[src/rtl/cmp_pkg.sv]
// cmp_pkg: shared types, defaults and helpers for pipelined_magnitude_comparator
package cmp_pkg;

    typedef struct packed {
        logic eq;
        logic lt;
        logic gt;
    } cmp_res_t;

    localparam int SLICE_W_DEF = 4;
    localparam int CNT_W_DEF   = 16;

    function automatic int nslice(input int width, input int slice_w);
        return width / slice_w;
    endfunction

endpackage

[src/rtl/cmp_slice.sv]
// cmp_slice: combinational SLICE_W-bit compare slice producing eq/gt.
//   i_a, i_b      : slice operands
//   i_msb_signed  : invert the top bit of both operands (sign slice in signed mode)
//   o_eq, o_gt    : slice equal / slice greater
module cmp_slice
    import cmp_pkg::*;
#(
    parameter int SLICE_W = SLICE_W_DEF
) (
    input  logic [SLICE_W-1:0] i_a,
    input  logic [SLICE_W-1:0] i_b,
    input  logic               i_msb_signed,
    output logic               o_eq,
    output logic               o_gt
);
    logic [SLICE_W-1:0] w_flip;
    logic [SLICE_W-1:0] w_a;
    logic [SLICE_W-1:0] w_b;

    // flipping the sign bit turns two's-complement order into unsigned order
    assign w_flip = SLICE_W'(i_msb_signed) << (SLICE_W - 1);
    assign w_a    = i_a ^ w_flip;
    assign w_b    = i_b ^ w_flip;
    assign o_eq   = (w_a == w_b);
    assign o_gt   = (w_a > w_b);

endmodule

[src/rtl/pipelined_magnitude_comparator.sv]
// pipelined_magnitude_comparator: 2-stage valid/ready magnitude comparator (eq/lt/gt, signed or unsigned).
//   clk, reset_n            : clock, asynchronous active-low reset
//   in_valid/in_ready       : input handshake; a, b, cmp_signed travel together
//   out_valid/out_ready     : output handshake; eq, lt, gt one-hot while out_valid
//   cnt_clr, match_cnt      : saturating count of transferred eq results (only with CMP_MATCH_CNT_EN)
module pipelined_magnitude_comparator
    import cmp_pkg::*;
#(
    parameter int WIDTH   = 16,
    parameter int SLICE_W = SLICE_W_DEF,
    parameter int CNT_W   = CNT_W_DEF
) (
    input  logic             clk,
    input  logic             reset_n,
    input  logic             in_valid,
    output logic             in_ready,
    input  logic [WIDTH-1:0] a,
    input  logic [WIDTH-1:0] b,
    input  logic             cmp_signed,
    output logic             out_valid,
    input  logic             out_ready,
    output logic             eq,
    output logic             lt,
    output logic             gt
`ifdef CMP_MATCH_CNT_EN
    ,
    input  logic             cnt_clr,
    output logic [CNT_W-1:0] match_cnt
`endif
);
    localparam int NSLICE = nslice(WIDTH, SLICE_W);

    if (WIDTH < SLICE_W || WIDTH % SLICE_W != 0 || CNT_W < 1) begin : g_bad_cfg
        $error("pipelined_magnitude_comparator: WIDTH must be a nonzero multiple of SLICE_W");
    end

    logic [NSLICE-1:0] w_slice_eq;
    logic [NSLICE-1:0] w_slice_gt;
    logic [NSLICE-1:0] r_s1_eq;
    logic [NSLICE-1:0] r_s1_gt;
    logic              r_s1_valid;
    logic              r_s2_valid;
    cmp_res_t          r_res;
    cmp_res_t          w_res;
    logic              w_gt;
    logic              w_s1_adv;
    logic              w_s2_adv;

    for (genvar i = 0; i < NSLICE; i++) begin : g_slice
        cmp_slice #(.SLICE_W(SLICE_W)) u_slice (
            .i_a          (a[i*SLICE_W +: SLICE_W]),
            .i_b          (b[i*SLICE_W +: SLICE_W]),
            .i_msb_signed (i == NSLICE - 1 ? cmp_signed : 1'b0),
            .o_eq         (w_slice_eq[i]),
            .o_gt         (w_slice_gt[i])
        );
    end

    assign w_s2_adv = !r_s2_valid || out_ready;
    assign w_s1_adv = !r_s1_valid || w_s2_adv;
    assign in_ready = w_s1_adv;

    // scanning upward lets the most significant unequal slice decide gt
    always_comb begin
        w_gt = 1'b0;
        for (int i = 0; i < NSLICE; i++) w_gt = r_s1_eq[i] ? w_gt : r_s1_gt[i];
        w_res.eq = &r_s1_eq;
        w_res.gt = w_gt;
        w_res.lt = !w_res.eq && !w_gt;
    end

    always_ff @(posedge clk or negedge reset_n) begin
        if (!reset_n) begin
            r_s1_valid <= 1'b0;
            r_s1_eq    <= '0;
            r_s1_gt    <= '0;
        end else if (w_s1_adv) begin
            r_s1_valid <= in_valid;
            r_s1_eq    <= in_valid ? w_slice_eq : r_s1_eq;
            r_s1_gt    <= in_valid ? w_slice_gt : r_s1_gt;
        end
    end

    always_ff @(posedge clk or negedge reset_n) begin
        if (!reset_n) begin
            r_s2_valid <= 1'b0;
            r_res      <= '0;
        end else if (w_s2_adv) begin
            r_s2_valid <= r_s1_valid;
            r_res      <= r_s1_valid ? w_res : r_res;
        end
    end

    assign out_valid = r_s2_valid;
    assign eq        = r_res.eq;
    assign lt        = r_res.lt;
    assign gt        = r_res.gt;

`ifdef CMP_MATCH_CNT_EN
    logic [CNT_W-1:0] r_cnt;

    always_ff @(posedge clk or negedge reset_n) begin
        if (!reset_n) r_cnt <= '0;
        else if (cnt_clr) r_cnt <= '0;
        else if (out_valid && out_ready && r_res.eq && !(&r_cnt)) r_cnt <= r_cnt + CNT_W'(1);
    end

    assign match_cnt = r_cnt;
`endif

endmodule

[config.mk]
export PLATFORM = sky130hd
export DESIGN_NAME = pipelined_magnitude_comparator
export DESIGN_NICKNAME = d
export VERILOG_FILES = /design/src/rtl/cmp_pkg.sv /design/src/rtl/cmp_slice.sv /design/src/rtl/pipelined_magnitude_comparator.sv
export SDC_FILE = /design/constraint.sdc
export NUM_CORES = 1
export LEC_CHECK = 0
export BUFFER_PORTS_ARGS = -buffer_cell sky130_fd_sc_hd__buf_2
export CORE_MARGIN = 1.5
export CORE_UTILIZATION = 50
export DETAILED_ROUTE_END_ITERATION = 12
export PLACE_DENSITY = 0.95
export SYNTH_ARGS = -nofsm -noshare
export SYNTH_HDL_FRONTEND = slang
export SYNTH_SLANG_ARGS = --single-unit
[constraint.sdc]
create_clock -name clk -period 2.7 [get_ports clk]
set_clock_uncertainty 0.15 [all_clocks]
set_input_delay 0.27 -clock clk [delete_from_list [all_inputs] [get_ports clk]]
set_output_delay 0.27 -clock clk [all_outputs]
set_load 0.005 [all_outputs]
# Word level (Yosys, flattened, before mapping)
# Cells that the tools add are included.
[totals] output_inout_bits=5 ff_bits=13 input_bits=37 wordCells=31
[classes] bitwise_logic=2 n_reduce_logical=10 mux=4 n_lt_le_gt_ge=4 n_eq_ne=4
[ops] operator="4-bit == test" count=4
[ops] operator="4-bit > comparator" count=4
[ops] operator="4-bit bitwise XOR" count=2
[ops] operator="1-bit zero test" count=4
[ops] operator="1-bit two-way mux" count=4
[ops] operator="2-bit AND reduction" count=2
[ops] operator="4-bit AND reduction" count=1
[ops] operator="1-bit logical OR" count=2
[ops] operator="1-bit logical AND" count=1

# Depth between registers and ports, before layout
[depth] depth_word=6 mapped_depth=6 ltp_nobuf=6

# Cells and area by module
# From an unflattened synthesis, not the netlist that was laid out.
[hier_totals] hier_cells=97 area_unflattened_um2=1043.5
[modules_own_cells] module="pipelined_magnitude_comparator" seq_area_each_um2=325.3 n_inst=1 area_each_um2=550.5 cells_each=41
[modules_own_cells] module="cmp_slice at g_slice[0].u_slice ..." seq_area_each_um2=0.0 n_inst=3 area_each_um2=122.6 cells_each=14
[modules_own_cells] module="cmp_slice at g_slice[2].u_slice" seq_area_each_um2=0.0 n_inst=1 area_each_um2=125.1 cells_each=14

# Worst setup path before layout
# Ideal clock, no wire load.
[synth_timing] path_type="input -> register" start="in cmp_signed" end="reg r_s1_gt[3]" stages=6 t_required_ns=2.429 t_arrival_ns=1.254 slack_ns=1.175 n_path_buf=0 path_cell_list="xor2_1 > ha_1 > nand3_1 > nor2_1 > a211o_1 > a22o_1"
[synth_via] elab_chain_cells=2 word_cells_on_any_way=3 classes_between="order compare: 1; bitwise: 2"
[synth_rtl] element="start, declared" line="pipelined_magnitude_comparator.sv:19" rtl="input logic cmp_signed,"
[synth_rtl] element="4-bit bitwise XOR, on equally long branches" line="cmp_slice.sv:22, cmp_slice.sv:23"
[synth_rtl] element="4-bit > comparator *" line="cmp_slice.sv:25" rtl="assign o_gt = (w_a > w_b);"
[synth_rtl] element="end signal, assigned" line="pipelined_magnitude_comparator.sv:80" rtl="r_s1_gt <= in_valid ? w_slice_gt : r_s1_gt;"
[synth_rtl] element="end, declared" line="pipelined_magnitude_comparator.sv:40" rtl="logic [NSLICE-1:0] r_s1_gt;"
# Every way passes the cells marked *; elsewhere a longest branch is shown, timed or not.
# A chain may end at the register's enable or synchronous reset.

# Worst setup path after layout
# Same ends and word-level chain as after synthesis.

==> impl_metrics.tcl <==
set metrics [dict create \
    cts_buffer_depth 2 \
    worst_path_largest_cell_delay_ps 330 \
    synth_nets 157 \
    syn2layout_area_growth_pct 27.60 \
    p_sw_share_pct 31.17 \
    dp_hpwl_um 1774 \
    synth_top_area_cell "dfrtp_1" \
    ys_ff_latch 13 \
    synth-warning-count 0 \
    antenna_left 0 \
    irDropWorstVdd_v 0.0002176 \
    post_dp_cell_area_sq_um 1177 \
    clkTransAtPathRegs_ps 80 \
    async_reset_ff_share_pct 100.0 \
    cts-root-buf "clkbuf_4" \
    setup_viol 0 \
    synthTopCellsByCount "inv_1, ha_1, dfrtp_1" \
    status "completed" \
    drive_above_1_share_pct 32.21 \
    p_clk_share_pct 23.9 \
    path_depth 7 \
    hold_class "input pin to register" \
    drtIter0Drc 17 \
    regToRegSetupSlack_ps 1390 \
    dpl.cell_count 169 \
    synth_flop_cell "dfrtp_1" \
    comb_power_share_pct 29.9 \
    antenna_cells 0 \
    grt_pass1_wl_um 3436 \
    io_buffers 41 \
    io_pins 42 \
    clock-sinks 13 \
    rr_worst_depth 4 \
    min_period_ps 1448 \
    synth_cells 104 \
    p_leak_nw 0.7174 \
    instances_no_fill 174 \
    postLayoutCoreUtil_pct 68.87 \
    initial_utilization_pct 53.97 \
    tightest_slew_ps 276.6 \
    grt_start_max_net_pins 14 \
    yosysUniqueCellTypes 23 \
    synthesis.area_sq_um 952.2 \
    track_usage_pct 22.71 \
    die_y_um 46.64 \
    die_width_um 46.64 \
    finalInstanceArea_sq_um 1215 \
    maxCapViolCount 0 \
    critPathSlowestCell "ha_1" \
    worstReg2RegStart "r_s1_eq[1]" \
    worstPathRequired_ps 2730 \
    timing.fmax_ghz 0.6905 \
    yosys.cell_count.top_type "inv_1" \
    hold_violations 0 \
    vias_per_cell 5.241 \
    fillCellCount 150 \
    syn_avg_cell_area_sq_um 9.155 \
    critPathTopFamily "compound AO/OA/AOI/OAI gates" \
    crit_arrival_ps 1480 \
    crit_start "cmp_signed" \
    dieArea_sq_um 2175 \
    cts_resized 0 \
    slew_headroom_pct 81.56 \
    clkLatencyLatePin_ps 290 \
    numCtsBuffers 3 \
    rr_endpoint "gt" \
    cellPowerDensity_nw_per_um2 433.9 \
    end_kind "register" \
    drc_errors 0 \
    final_max_slew_viol_count 0 \
    nets 203 \
    core_sq_um 1764 \
    antenna_found_initial 0 \
    wire_per_inst_um 11.86 \
    worst-path-buf-inv 1 \
    gp_congestion 0.7554 \
    setup_tns_ps 0 \
    netSwitchingPower_mw 0.1643 \
    critPathMaxFanout 3 \
    routed_wl_um 2063 \
    timing.final.crit_share_pct 53.63 \
    synth-seq-area-share_pct 34.17 \
    p_int_mw 0.3628 \
    grt_pass1_vias 875 \
    first_pass_iters 4 \
    p_seq_share_pct 46.2 \
    route.vias.total 912 \
    cts_tree "built" \
    crit_path_cell_trace "buf_2 -> xor2_1 -> ha_1 -> nand3_1 -> nor2_1 -> a211o_1 -> a22o_1" \
    yosys.area.top_type_share_pct 34.17 \
    path_class "input pin to register" \
    globalRoute.totalOverflow 0 \
    rsz0062_at_grt "false" \
    synth_edf_count 0 \
    critical_path.endpoint "r_s1_gt[3]" \
    synth_area_leaders "dfrtp_1, ha_1, inv_1" \
    fp-row-count 15 \
    cts-htree-levels 1 \
    worstSetupStartpointType "input pin" \
]
[per-stage QoR]
stage / hold WS [ps] / power [mW] / setup WS, ps
after detailed placement: 13.56 / 0.4049 / 954.3
after global routing: 123.2 / 0.5612 / 1203
after global placement: 6.885 / 0.3889 / 1034
after floorplan: -175.6 / 0.3378 / 1175
after CTS: 104.2 / 0.5311 / 1252
final: 109.3 / 0.5271 / 1252
[what timing repair did]
action / CTS / global route
hold endpoints to repair: 13 / 0
hold buffers: 1 / 0
endpoints found under the setup margin: 0 / 0
setup buffers: 0 / 0
[sequential cells by signal, indices dropped and copies added (netlist names)]
signal / flops
r_s1_eq: 4
r_s1_gt: 4
eq: 1
gt: 1
lt: 1
out_valid: 1
r_s1_valid: 1
[layout by cell type, fill, tap and decap left out, types with 2 or more instances in the layout]
| cell type | Yosys | final |
|---|---|---|
| buf_2 | 0 | 41 |
| inv_1 | 18 | 18 |
| ha_1 | 16 | 16 |
| dfrtp_1 | 13 | 13 |
| nand2_1 | 10 | 10 |
| o21ai_0 | 8 | 8 |
| nand4_1 | 5 | 5 |
| a21oi_1 | 4 | 4 |
| and3_1 | 4 | 4 |
| a22o_1 | 4 | 4 |
| nand3_1 | 3 | 3 |
| nor2_1 | 3 | 3 |
| nand2b_1 | 3 | 3 |
| clkbuf_4 | 0 | 3 |
| a21o_1 | 2 | 2 |
| a211o_1 | 2 | 2 |
[logic make-up after synthesis]
logic type               Yosys count  share of synthesized area (%)
flip-flops                        13                          34.17
AO/OA/AOI/OAI                     22                          15.37
buffers and inverters             19                          8.278
multiplexers                       1                          1.183
adder cells (fa/ha/maj)           16                          21.02
XOR/XNOR                           2                          1.840
AND/OR/NAND/NOR                   31                          18.13
[how the worst min path moves through the flow]
stage             start          to  depth (start not counted)
2_1_floorplan   reset_n          eq                          0
3_3_place_gp    reset_n          eq                          1
3_5_place_dp    reset_n   out_valid                          1
4_1_cts        in_valid  r_s1_valid                          2
5_1_grt        in_valid  r_s1_valid                          2
6_report       in_valid  r_s1_valid                          2
[power groups by stage]
| stage | Sequential, mW | Combinational, mW | Clock, mW |
|---|---|---|---|
| floorplan | 0.243 | 0.0945 | 0 |
| global placement | 0.244 | 0.145 | 0 |
| detailed placement | 0.247 | 0.158 | 0 |
| CTS | 0.243 | 0.160 | 0.128 |
| global route | 0.246 | 0.180 | 0.135 |
| finish | 0.243 | 0.158 | 0.126 |
[worst register-to-register path: stages (launching register included)]
cell and delay, ps:
dfrtp_1 430, nand3b_1 110, o2111ai_1 100, o211a_1 140, mux2_2 260
[metal layers]
metal | wire length [um] | global-route usage [%] | vias up
met5 | 0 | 0 | -
met3 | 138 | 5.490 | 9
met2 | 1047 | 40.28 | 33
met1 | 811 | 24.52 | 418
li1 | - | - | 452
met4 | 66 | 12.22 | 0
[cell type report]
type                       instances  area (sq um)  area share (%)
clock buffer                       3         22.52           1.854
clock inverter                     1         5.005          0.4119
inverter                          18         67.56           5.561
multi-input combinational         72         548.0           45.11
sequential                        13         325.3           26.78
tap                               25         31.28           2.575
timing repair buffer              42         215.2           17.71
Note: power is estimated with default switching activity, not from simulation.
